File: config.mk
export PLATFORM = sky130hd
export DESIGN_NAME = serial_subtractor_flat
export DESIGN_NICKNAME = d
export VERILOG_FILES = /design/src/rtl/serial_subtractor_if.sv /design/src/rtl/serial_subtractor.sv /design/src/flat_wrapper.sv
export SDC_FILE = /design/constraint.sdc
export NUM_CORES = 1
export LEC_CHECK = 0
export CAP_MARGIN = 20
export CORE_MARGIN = 2
export CORE_UTILIZATION = 55
export DETAILED_ROUTE_END_ITERATION = 10
export HOLD_SLACK_MARGIN = 0.12
export PLACE_DENSITY = 0.89
export SYNTH_ARGS = -nofsm -noshare
export SYNTH_HDL_FRONTEND = slang
export SYNTH_SLANG_ARGS = --single-unit
File: constraint.sdc
create_clock -name clk -period 3.4 [get_ports clk]
set_input_delay 1.02 -clock clk [delete_from_list [all_inputs] [get_ports clk]]
set_output_delay 1.02 -clock clk [all_outputs]
set_load 0.1 [all_outputs]
File: src/rtl/serial_subtractor_if.sv
// Operand/result handshake bundle for serial_subtractor.
// slave = the subtractor, master = whoever feeds operands and consumes results.
interface serial_subtractor_if #(
  parameter int WIDTH = 8
);
  logic             in_valid;
  logic             in_ready;
  logic [WIDTH-1:0] minuend;
  logic [WIDTH-1:0] subtrahend;
  logic             borrow_in;
  logic             out_valid;
  logic             out_ready;
  logic [WIDTH-1:0] diff;
  logic             borrow_out;
  logic             busy;

  modport master (
    output in_valid, minuend, subtrahend, borrow_in, out_ready,
    input  in_ready, out_valid, diff, borrow_out, busy
  );

  modport slave (
    input  in_valid, minuend, subtrahend, borrow_in, out_ready,
    output in_ready, out_valid, diff, borrow_out, busy
  );
endinterface

File: src/rtl/serial_subtractor.sv
// Bit-serial unsigned subtractor (A - B - borrow_in), one full-subtractor cell per cycle, LSB first.
// Result valid WIDTH cycles after accept; in_ready low while busy, result held in DONE until out_ready.
module serial_subtractor #(
  parameter int WIDTH = 8
) (
  input  logic                clk,
  input  logic                rst_n,
  serial_subtractor_if.slave  io
);

  localparam int CW = $clog2(WIDTH);
  localparam logic [CW-1:0] LAST = CW'(WIDTH - 1);

  typedef enum logic [1:0] {
    IDLE = 2'd0,
    RUN  = 2'd1,
    DONE = 2'd2
  } state_t;

  state_t           state_q, state_d;
  logic [CW-1:0]    count_q, count_d;
  logic [WIDTH-1:0] a_sr_q, a_sr_d;
  logic [WIDTH-1:0] b_sr_q, b_sr_d;
  logic [WIDTH-1:0] res_q, res_d;
  logic [WIDTH-1:0] diff_q, diff_d;
  logic             br_q, br_d;
  logic             borrow_out_q, borrow_out_d;
  logic             in_ready_q, in_ready_d;
  logic             out_valid_q, out_valid_d;
  logic             busy_q, busy_d;

  // Full-subtractor cell: two half-subtractors and a borrow OR.
  logic d1, b1, d_bit, b2, br_next;

  always_comb begin
    d1      = a_sr_q[0] ^ b_sr_q[0];
    b1      = ~a_sr_q[0] & b_sr_q[0];
    d_bit   = d1 ^ br_q;
    b2      = ~d1 & br_q;
    br_next = b1 | b2;
  end

  always_comb begin
    state_d      = state_q;
    count_d      = count_q;
    a_sr_d       = a_sr_q;
    b_sr_d       = b_sr_q;
    res_d        = res_q;
    diff_d       = diff_q;
    br_d         = br_q;
    borrow_out_d = borrow_out_q;

    case (state_q)
      IDLE: begin
        if (io.in_valid && in_ready_q) begin
          a_sr_d  = io.minuend;
          b_sr_d  = io.subtrahend;
          br_d    = io.borrow_in;
          count_d = '0;
          state_d = RUN;
        end
      end
      RUN: begin
        res_d   = {d_bit, res_q[WIDTH-1:1]};
        a_sr_d  = a_sr_q >> 1;
        b_sr_d  = b_sr_q >> 1;
        br_d    = br_next;
        count_d = count_q + CW'(1);
        if (count_q == LAST) begin
          // The last difference bit bypasses res_q so diff is complete on entry to DONE.
          diff_d       = {d_bit, res_q[WIDTH-1:1]};
          borrow_out_d = br_next;
          state_d      = DONE;
        end
      end
      DONE: begin
        if (out_valid_q && io.out_ready) begin
          state_d = IDLE;
        end
      end
      default: begin
        state_d = IDLE;
      end
    endcase

    // Handshake outputs are registered from the next state so they line up with state_q.
    in_ready_d  = (state_d == IDLE);
    out_valid_d = (state_d == DONE);
    busy_d      = (state_d != IDLE);
  end

  always_ff @(posedge clk) begin
    if (!rst_n) begin
      state_q      <= IDLE;
      count_q      <= '0;
      a_sr_q       <= '0;
      b_sr_q       <= '0;
      res_q        <= '0;
      diff_q       <= '0;
      br_q         <= 1'b0;
      borrow_out_q <= 1'b0;
      in_ready_q   <= 1'b1;
      out_valid_q  <= 1'b0;
      busy_q       <= 1'b0;
    end else begin
      state_q      <= state_d;
      count_q      <= count_d;
      a_sr_q       <= a_sr_d;
      b_sr_q       <= b_sr_d;
      res_q        <= res_d;
      diff_q       <= diff_d;
      br_q         <= br_d;
      borrow_out_q <= borrow_out_d;
      in_ready_q   <= in_ready_d;
      out_valid_q  <= out_valid_d;
      busy_q       <= busy_d;
    end
  end

  assign io.in_ready   = in_ready_q;
  assign io.out_valid  = out_valid_q;
  assign io.busy       = busy_q;
  assign io.diff       = diff_q;
  assign io.borrow_out = borrow_out_q;

endmodule
File: src/flat_wrapper.sv
// flat-port wrapper written by rule: the top's interface ports become plain ports
module serial_subtractor_flat 
#(
  parameter int WIDTH = 8
)
  (clk, rst_n, io_in_valid, io_minuend, io_subtrahend, io_borrow_in, io_out_ready, io_in_ready, io_out_valid, io_diff, io_borrow_out, io_busy);
  serial_subtractor_if #(.WIDTH(WIDTH)) io_i ();
  input  logic clk;
  input  logic rst_n;
  input wire logic [$bits(io_i.in_valid)-1:0] io_in_valid;
  input wire logic [$bits(io_i.minuend)-1:0] io_minuend;
  input wire logic [$bits(io_i.subtrahend)-1:0] io_subtrahend;
  input wire logic [$bits(io_i.borrow_in)-1:0] io_borrow_in;
  input wire logic [$bits(io_i.out_ready)-1:0] io_out_ready;
  output wire logic [$bits(io_i.in_ready)-1:0] io_in_ready;
  output wire logic [$bits(io_i.out_valid)-1:0] io_out_valid;
  output wire logic [$bits(io_i.diff)-1:0] io_diff;
  output wire logic [$bits(io_i.borrow_out)-1:0] io_borrow_out;
  output wire logic [$bits(io_i.busy)-1:0] io_busy;
  assign io_i.in_valid = io_in_valid;
  assign io_i.minuend = io_minuend;
  assign io_i.subtrahend = io_subtrahend;
  assign io_i.borrow_in = io_borrow_in;
  assign io_i.out_ready = io_out_ready;
  assign io_in_ready = io_i.in_ready;
  assign io_out_valid = io_i.out_valid;
  assign io_diff = io_i.diff;
  assign io_borrow_out = io_i.borrow_out;
  assign io_busy = io_i.busy;
  serial_subtractor #(.WIDTH(WIDTH)) u_core (.clk(clk), .rst_n(rst_n), .io(io_i));
endmodule
==> impl_metrics.tcl, run 1 <==
set metrics [dict create \
    status "finished, final reports clean" \
    io_pins 33 \
    syn_inst 199 \
    grt_pass1_vias 1415 \
    drc 0 \
    postCtsHoldBufs 0 \
    ctsRootBufferMaster "clkbuf_4" \
    async_reset_ff_share_pct 0 \
    crit_path_cell_trace "nand2b_1 > nand2_1 > a311oi_2" \
    maxCapViolations 0 \
    hp-class "reg2reg" \
    nets 249 \
    post-place-ws_ps 790 \
    ys.flop_type "dfxtp_1" \
    dr_total_vias 1489 \
    synth_edf_count 0 \
    setup_slack_ps 1110 \
    clkSlewWorstSetupHoldPaths_ps 110 \
    reg2reg_slack_ps 1110 \
    fp.dieW_um 61.6 \
    fp.coreArea_sq_um 3100 \
    mostFrequentLayoutCell "nand2_1" \
    syn_area_sq_um 1830 \
    dpl.cell_count 262 \
    clock_latency_ps 340 \
    power.total_mw 1.02 \
    synth_cell_types 33 \
    layout-drive-gt1-share_pct 20.8 \
    fin_crit_sh_pct 67.5 \
    ctsLongestPathBuffers 2 \
    p_per_area_nw_per_um2 473 \
    setup_violations 0 \
    dr.pass1.iters 4 \
    diodes 0 \
    vias_per_cell 5.51 \
    criticalPathCategory "reg2reg" \
    grtUsageTotal_pct 22.5 \
    antenna_found_initial 0 \
    ys.warnings.count 0 \
    wirelength_um 3610 \
    drv_slew 0 \
    ir_worst_vdd_uv 367 \
    fin_crit_ps 2290 \
    hold_viol 0 \
    ys_ff_latch 41 \
    overflow 0 \
    critPathCaptureType "flip-flop" \
    avgSynthCellArea_sq_um 9.18 \
    hold_ws_ps 461 \
    grt_pass1_wl_um 6200 \
    critPathLaunchType "flip-flop" \
    die_h_um 61.6 \
    cts_resized 0 \
    p_leak_nw 0.775 \
    synth_nets 223 \
    die-area_sq_um 3800 \
    crit_arrival_ps 2560 \
    hpwl_um 2420 \
    synth-seq-area-share_pct 44.9 \
    area_delta_synth_final_pct 18.6 \
    cts_tree "built" \
    grt_max_degree 28 \
    stdcell_count 270 \
    critPathMaxStageDelay_ps 990 \
    final_cell_mix "62 x nand2_1, 41 x dfxtp_1, 20 x clkdlybuf4s50_1" \
    slew_headroom_pct 34.5 \
    cts_setup_buffers 0 \
    fillCellCount 278 \
    ant_nets 0 \
    cts_inserted_buffers 5 \
    fp-row-count 20 \
    cts.sinks 41 \
    fmax_mhz 436 \
    io_buffers 32 \
    worstMarginPinSlew_ps 981 \
    place_congestion 0.773 \
    critical_path_peak_fanout 27 \
    drt_iter0_markers 123 \
    fin_tns_setup_ps 0 \
    start_util_pct 58.9 \
    crit_required_ps 3670 \
    cts_htree_levels 2 \
    crit_slowest_cell "dfxtp_1" \
    fin_skew_ps 6.08 \
    rsz0062_at_grt "no" \
    post_drt_wl_per_cell_um 13.4 \
]
[layout make-up]
cell class | count | area (sq um) | area share, %
Clock buffer | 7 | 55.1 | 2.54
Clock inverter | 1 | 30.0 | 1.39
Inverter | 4 | 15.0 | 0.693
Multi-Input combinational cell | 139 | 885 | 40.8
Sequential cell | 41 | 821 | 37.9
Tap cell | 44 | 55.1 | 2.54
Timing Repair Buffer | 34 | 305 | 14.1
[worst paths after layout]
kind / start / endpoint / depth (start not counted)
max: u_core.state_q[1] / u_core.a_sr_q[4] / 3
min: u_core.io.diff[5] / u_core.io.diff[5] / 2
max reg2reg: u_core.state_q[1] / u_core.a_sr_q[4] / 3
min reg2reg: u_core.io.diff[5] / u_core.io.diff[5] / 2
[where the power goes]
group | internal, mW | switching [mW] | leakage (nW)
sequential | 0.509 | 0.0184 | 0.336
clock | 0.176 | 0.148 | 0.0455
combinational | 0.0818 | 0.0919 | 0.394
[critical path: cells and delay by family (launching register included)]
| family | cells | cell delay (ps) |
|---|---|---|
| AO/OA/AOI/OAI | 1 | 300 |
| AND/OR/NAND/NOR | 2 | 920 |
| flip-flops | 1 | 990 |
[cells by family after synthesis]
logic type | Yosys count | synth area share (%)
buffers and inverters | 19 | 6.64
AND/OR/NAND/NOR | 73 | 17.0
adder cells (fa/ha/maj) | 3 | 2.47
flip-flops | 41 | 44.9
AO/OA/AOI/OAI | 62 | 28.4
multiplexers | 1 | 0.548
[registers in the layout, indices dropped and copies added, names as in the netlist]
register	count
u_core.io.out_valid	1
u_core.io.in_ready	1
u_core.res_q	7
u_core.count_q	3
u_core.io.diff	8
u_core.io.busy	1
u_core.io.borrow_out	1
u_core.state_q	2
u_core.b_sr_q	8
u_core.br_q	1
u_core.a_sr_q	8
[per-stage QoR]
stage          area [sq um]  util, %
2_1_floorplan          1830        -
3_3_place_gp           2080     67.1
3_5_place_dp           2080     67.1
4_1_cts                2170     69.8
5_1_grt                2170     69.8
6_report               2170     69.8
[synthesized netlist by cell type (2+ instances only)]
library cell / number / area share [%]
nand2b_1: 2 / 0.68
dfxtp_1: 41 / 45
inv_1: 3 / 0.62
o21ai_0: 2 / 0.55
o21ba_2: 14 / 7.7
ha_1: 2 / 1.4
a21oi_1: 19 / 5.2
a311oi_2: 8 / 6.6
nor2_1: 2 / 0.41
buf_4: 4 / 1.6
a311oi_1: 6 / 2.9
buf_6: 4 / 2.5
o21a_1: 3 / 1.2
clkbuf_1: 2 / 0.41
o21ai_1: 4 / 1.1
buf_2: 4 / 1.1
nand2_1: 62 / 13
a211oi_1: 2 / 0.82
[layer usage]
metal | global-route usage [%] | up-vias | wire [um]
li1 | - | 743 | -
met1 | 28.9 | 708 | 1640
met2 | 35.5 | 32 | 1780
met3 | 7.14 | 6 | 132
met4 | 7.90 | 0 | 56
met5 | 0 | - | 0
Power figures use the tool's default switching activity.
==> run 2, diff against run 1 <==
--- a/config.mk
+++ b/config.mk
@@ -7,10 +7,10 @@
 export LEC_CHECK = 0
 export CAP_MARGIN = 20
 export CORE_MARGIN = 2
-export CORE_UTILIZATION = 55
+export CORE_UTILIZATION = 51
 export DETAILED_ROUTE_END_ITERATION = 10
 export HOLD_SLACK_MARGIN = 0.12
-export PLACE_DENSITY = 0.89
+export PLACE_DENSITY = 0.84
 export SYNTH_ARGS = -nofsm -noshare
 export SYNTH_HDL_FRONTEND = slang
 export SYNTH_SLANG_ARGS = --single-unit
==> constraint.sdc (replaced) <==
create_clock -name clk -period 2.2 [get_ports clk]
set_input_delay 0.66 -clock clk [delete_from_list [all_inputs] [get_ports clk]]
set_output_delay 0.66 -clock clk [all_outputs]
set_load 0.1 [all_outputs]
==> impl_metrics.tcl, run 2 (synthesis gave the netlist of run 1 again) <==
set metrics [dict create \
    drv_slew 0 \
    criticalPathCategory "reg2reg" \
    setup_violations 0 \
    p_per_area_nw_per_um2 685 \
    p_comb_share_pct 19.1 \
    fin_tns_setup_ps 0 \
    cts.sinks 41 \
    cts_resized 0 \
    ctsRootBufferMaster "clkbuf_4" \
    drc 0 \
    cts_setup_buffers 0 \
    ir_worst_vdd_uv 282 \
    hold_start "u_core.res_q[1]" \
    seq_area_sq_um 821 \
    crit_arrival_ps 2040 \
    io_buffers 32 \
    slew_headroom_pct 59.8 \
    maxCapViolations 0 \
    ant_nets 0 \
    p_leak_nw 0.807 \
    intPower_mw 1.09 \
    grt_pass1_wl_um 6350 \
    rsz0062_at_grt "no" \
    mostFrequentLayoutCell "nand2_1" \
    hold_viol 0 \
    hold_ws_ps 464 \
    worstMarginPinSlew_ps 603 \
    r2r_start "u_core.state_q[1]" \
    vias_per_cell 5.37 \
    die_h_um 63.9 \
    fp.dieW_um 63.9 \
    setup_slack_ps 421 \
    fin_crit_sh_pct 80.9 \
    critPathLaunchType "flip-flop" \
    crit_required_ps 2470 \
    cts_htree_levels 2 \
    grt_pass1_vias 1392 \
    hp-class "reg2reg" \
    die-area_sq_um 4080 \
    ctsLongestPathBuffers 2 \
    critPathCaptureType "flip-flop" \
    clkSlewWorstSetupHoldPaths_ps 130 \
    stdcell_count 278 \
    antenna_found_initial 0 \
    dr.pass1.iters 4 \
    postCtsHoldBufs 0 \
    dpl.cell_count 270 \
    startpoint "u_core.state_q[1]" \
    fin_crit_ps 1780 \
    wirelength_um 3700 \
    diodes 0 \
    final_cell_mix "62 x nand2_1, 41 x dfxtp_1, 20 x clkdlybuf4s50_1" \
    dr_total_vias 1493 \
    grtUsageTotal_pct 20.1 \
    post_drt_wl_per_cell_um 13.3 \
    power_frac_seq_pct 53.8 \
    fp-row-count 21 \
    hpwl_um 2580 \
    grt_max_degree 36 \
    nets 255 \
    multi_input_area_sq_um 885 \
    switching_share_pct 28.2 \
    post-place-ws_ps 156 \
    cts_tree "built" \
    clkPwrFrac_pct 27.1 \
    status "finished, final reports clean" \
    drt_iter0_markers 111 \
    fmax_mhz 562 \
    fin_skew_ps 9.42 \
    start_util_pct 53.9 \
    fillCellCount 286 \
    critical_path_peak_fanout 16 \
    area_delta_synth_final_pct 21.4 \
    fp.coreArea_sq_um 3390 \
    cts_inserted_buffers 5 \
    layout-drive-gt1-share_pct 23.3 \
    io_pins 33 \
    power.switching_mw 0.429 \
    overflow 0 \
    place_congestion 0.782 \
    clock_latency_ps 350 \
]
## run 2: cell count changes in the layout (fill, tap and decap cells not counted), sizes merged
cell and change:
buf +6, bufinv -1, clkbuf -1, clkinv +2
## run 2: final timing paths
| check | cells after the start | slack, ps | end |
|---|---|---|---|
| setup / recovery | 3 | 420 | u_core.a_sr_q[6] |
| hold / removal | 2 | 460 | u_core.io.diff[0] |
| setup reg to reg | 3 | 420 | u_core.a_sr_q[6] |
| hold reg to reg | 2 | 460 | u_core.io.diff[0] |
## run 2: layout make-up
class                           count  area share [%]
Sequential cell                    41            37.0
Inverter                            4           0.677
Tap cell                           46            2.59
Timing Repair Buffer               40            16.9
Clock buffer                        6            2.31
Multi-Input combinational cell    139            39.9
Clock inverter                      2           0.620
## run 2: metrics by stage
| stage | power [mW] | instance area (sq um) | util (%) |
|---|---|---|---|
| after floorplan | 1.03 | 1830 | - |
| after global placement | 1.12 | 2150 | 63.5 |
| after detailed placement | 1.12 | 2150 | 63.5 |
| after CTS | 1.52 | 2220 | 65.4 |
| after global routing | 1.59 | 2220 | 65.4 |
| final | 1.52 | 2220 | 65.4 |
## run 2: routing by layer
layer / vias to the layer above / part of all wire, % / wire, um / GRT usage, %
li1: 754 / - / - / -
met3: 7 / 5.3 / 197 / 4.40
met2: 39 / 48 / 1790 / 32.3
met5: - / 0 / 0 / 0
met4: 0 / 1.5 / 55 / 8.15
met1: 693 / 45 / 1650 / 26.0
## run 2: power by group through the flow
stage / combinational (mW) / clock, mW / sequential [mW]
final: 0.290 / 0.412 / 0.817
after floorplan: 0.191 / 0 / 0.844
after global routing: 0.317 / 0.453 / 0.823
after global placement: 0.285 / 0 / 0.831
after detailed placement: 0.291 / 0 / 0.833
after CTS: 0.292 / 0.414 / 0.817
## run 2: worst max-delay path, cell delays in order, from the launching register on
cell and delay [ps]:
dfxtp_1 640, nand2b_1 560, nand2_1 170, a311oi_1 300
==> run 3, diff against run 2 <==
--- a/config.mk
+++ b/config.mk
@@ -7,10 +7,10 @@
 export LEC_CHECK = 0
 export CAP_MARGIN = 20
 export CORE_MARGIN = 2
-export CORE_UTILIZATION = 51
+export CORE_UTILIZATION = 46
 export DETAILED_ROUTE_END_ITERATION = 10
 export HOLD_SLACK_MARGIN = 0.12
-export PLACE_DENSITY = 0.84
+export PLACE_DENSITY = 0.8
 export SYNTH_ARGS = -nofsm -noshare
 export SYNTH_HDL_FRONTEND = slang
 export SYNTH_SLANG_ARGS = --single-unit
==> constraint.sdc (replaced) <==
create_clock -name clk -period 1.5 [get_ports clk]
set_input_delay 0.45 -clock clk [delete_from_list [all_inputs] [get_ports clk]]
set_output_delay 0.45 -clock clk [all_outputs]
set_load 0.1 [all_outputs]
==> impl_metrics.tcl, run 3 (synthesis gave the netlist of run 1 again) <==
set metrics [dict create \
    cts_setup_buffers 0 \
    slew_headroom_pct 75.2 \
    clock_latency_ps 300 \
    hold_start "u_core.b_sr_q[1]" \
    dpl_cell_area_sq_um 2370 \
    seq_area_sq_um 825 \
    die_h_um 67.0 \
    hp-class "reg2reg" \
    wirelength_um 3830 \
    fillCellCount 318 \
    reg2reg_slack_ps 130 \
    cts.sinks 41 \
    r2r_start "u_core.state_q[1]" \
    status "finished, final reports clean" \
    setup_slack_ps 134 \
    io_pins 33 \
    place_congestion 0.765 \
    maxCapViolations 0 \
    start_util_pct 48.8 \
    worstMarginPinSlew_ps 367 \
    ctsRootBufferMaster "clkbuf_8" \
    fmax_mhz 732 \
    hold_viol 0 \
    grtUsageTotal_pct 19.7 \
    grt_pass1_vias 1507 \
    criticalPathCategory "reg2reg" \
    p_leak_nw 0.902 \
    clkSlewWorstSetupHoldPaths_ps 80 \
    hpwl_um 2610 \
    fin_crit_ps 1370 \
    ff2ff_path_depth 4 \
    ctsLongestPathBuffers 2 \
    crit_arrival_ps 1580 \
    rsz0062_at_grt "no" \
    ir_worst_vdd_uv 561 \
    worstHoldEndpoint "u_core.b_sr_q[0]" \
    hold_depth 2 \
    timing.rr.end "u_core.a_sr_q[5]" \
    setup_violations 0 \
    critPathLaunchType "flip-flop" \
    drv_slew 0 \
    fp.coreArea_sq_um 3740 \
    critPathCaptureType "flip-flop" \
    drt_iter0_markers 55 \
    hold_ws_ps 471 \
    cts_htree_levels 2 \
    crit_required_ps 1710 \
    fin_area_sq_um 2470 \
    cp.buffers_inverters 1 \
    antenna_found_initial 0 \
    dr.pass1.iters 4 \
    overflow 0 \
    fin_skew_ps 5.70 \
    fin_crit_sh_pct 91.1 \
    vias_per_cell 5.29 \
    critical_path_peak_fanout 21 \
    p_per_area_nw_per_um2 958 \
    grt_pass1_wl_um 6600 \
    crit_slowest_cell "dfxtp_1" \
    mostFrequentLayoutCell "nand2_1" \
    area_delta_synth_final_pct 35.4 \
    dr_total_vias 1523 \
    drc 0 \
    cts_tree "built" \
    multi_input_area_sq_um 895 \
    io_buffers 32 \
    critPathMaxStageDelay_ps 480 \
    diodes 0 \
    layout-drive-gt1-share_pct 26.3 \
    nets 263 \
    critical_path.top_delay_family "flip-flops" \
    fp-row-count 22 \
    post-place-ws_ps -291 \
    final_cell_mix "62 x nand2_1, 40 x dfxtp_1, 19 x a21oi_1, 19 x clkdlybuf4s50_1, 15 x buf_12" \
    cts_inserted_buffers 5 \
    fp.dieW_um 67.0 \
    post_drt_wl_per_cell_um 13.3 \
    ant_nets 0 \
    crit_path_cell_trace "nand2b_1 > buf_4 > nand2_1 > a311oi_2" \
    grt_max_degree 35 \
    fin_tns_setup_ps 0 \
    die-area_sq_um 4490 \
]
==> run 3: changes by cell type in the layout (fill, tap and decap cells not counted) <==
| cell | previous run | this run |
|---|---|---|
| clkbuf_4 | 5 | 0 |
| dfxtp_4 | 0 | 1 |
| clkinvlp_4 | 0 | 1 |
| dfxtp_1 | 41 | 40 |
| clkinv_2 | 1 | 2 |
| clkbuf_8 | 1 | 5 |
| buf_12 | 2 | 15 |
| clkinv_4 | 1 | 0 |
| clkdlybuf4s50_1 | 20 | 19 |
| dlymetal6s2s_1 | 0 | 1 |
| and3b_2 | 0 | 1 |
| buf_4 | 18 | 12 |
==> run 3: repair_timing <==
action / 4_1_cts / 5_1_grt
gates cloned: 0 / 1
setup endpoints to repair: 1 / 5
gates resized for setup: 1 / 1
hold buffers: 0 / 0
pin swaps: 0 / 0
==> run 3: tightest hold or removal path, cell delays in order, from the launching register on <==
cell,delay (ps)
dfxtp_1,310
nand2_1,50
a311oi_1,70
==> run 3: how the worst max path moves through the flow <==
stage	to	from	depth (start not counted)
floorplan	u_core.io.out_valid	u_core.io.out_valid	2
global placement	u_core.a_sr_q[2]	io_in_valid	5
detailed placement	u_core.a_sr_q[5]	io_in_valid	5
CTS	u_core.a_sr_q[5]	io_in_valid	5
global route	u_core.a_sr_q[6]	u_core.state_q[0]	4
finish	u_core.a_sr_q[5]	u_core.state_q[1]	4
==> run 3: metrics by stage <==
stage,total power [mW],util [%],instances
after floorplan,1.52,-,199
after global placement,1.67,63.4,279
after detailed placement,1.68,63.4,279
after CTS,2.39,65.8,287
after global routing,2.48,66.1,288
final,2.37,66.1,288
==> run 3: per-layer routing <==
metal	vias to the layer above	wire [um]	global-route usage, %
li1	769	-	-
met1	715	1710	23.9
met2	31	1880	32.7
met3	8	166	5.07
met4	0	79	8.42
met5	-	0	0
==> run 3: cell type report <==
| type | instances | area share, % |
|---|---|---|
| inverter | 4 | 0.607 |
| multi-input combinational | 140 | 36.2 |
| clock buffer | 5 | 2.78 |
| clock inverter | 3 | 0.708 |
| tap | 48 | 2.43 |
| sequential | 41 | 33.3 |
| timing repair buffer | 47 | 24.0 |
==> run 3: power by group <==
part           total, mW  leakage, nW  internal [mW]  switching [mW]
Clock              0.711       0.0439          0.321           0.390
Combinational      0.464        0.522          0.246           0.218
Sequential          1.19        0.336           1.15          0.0422
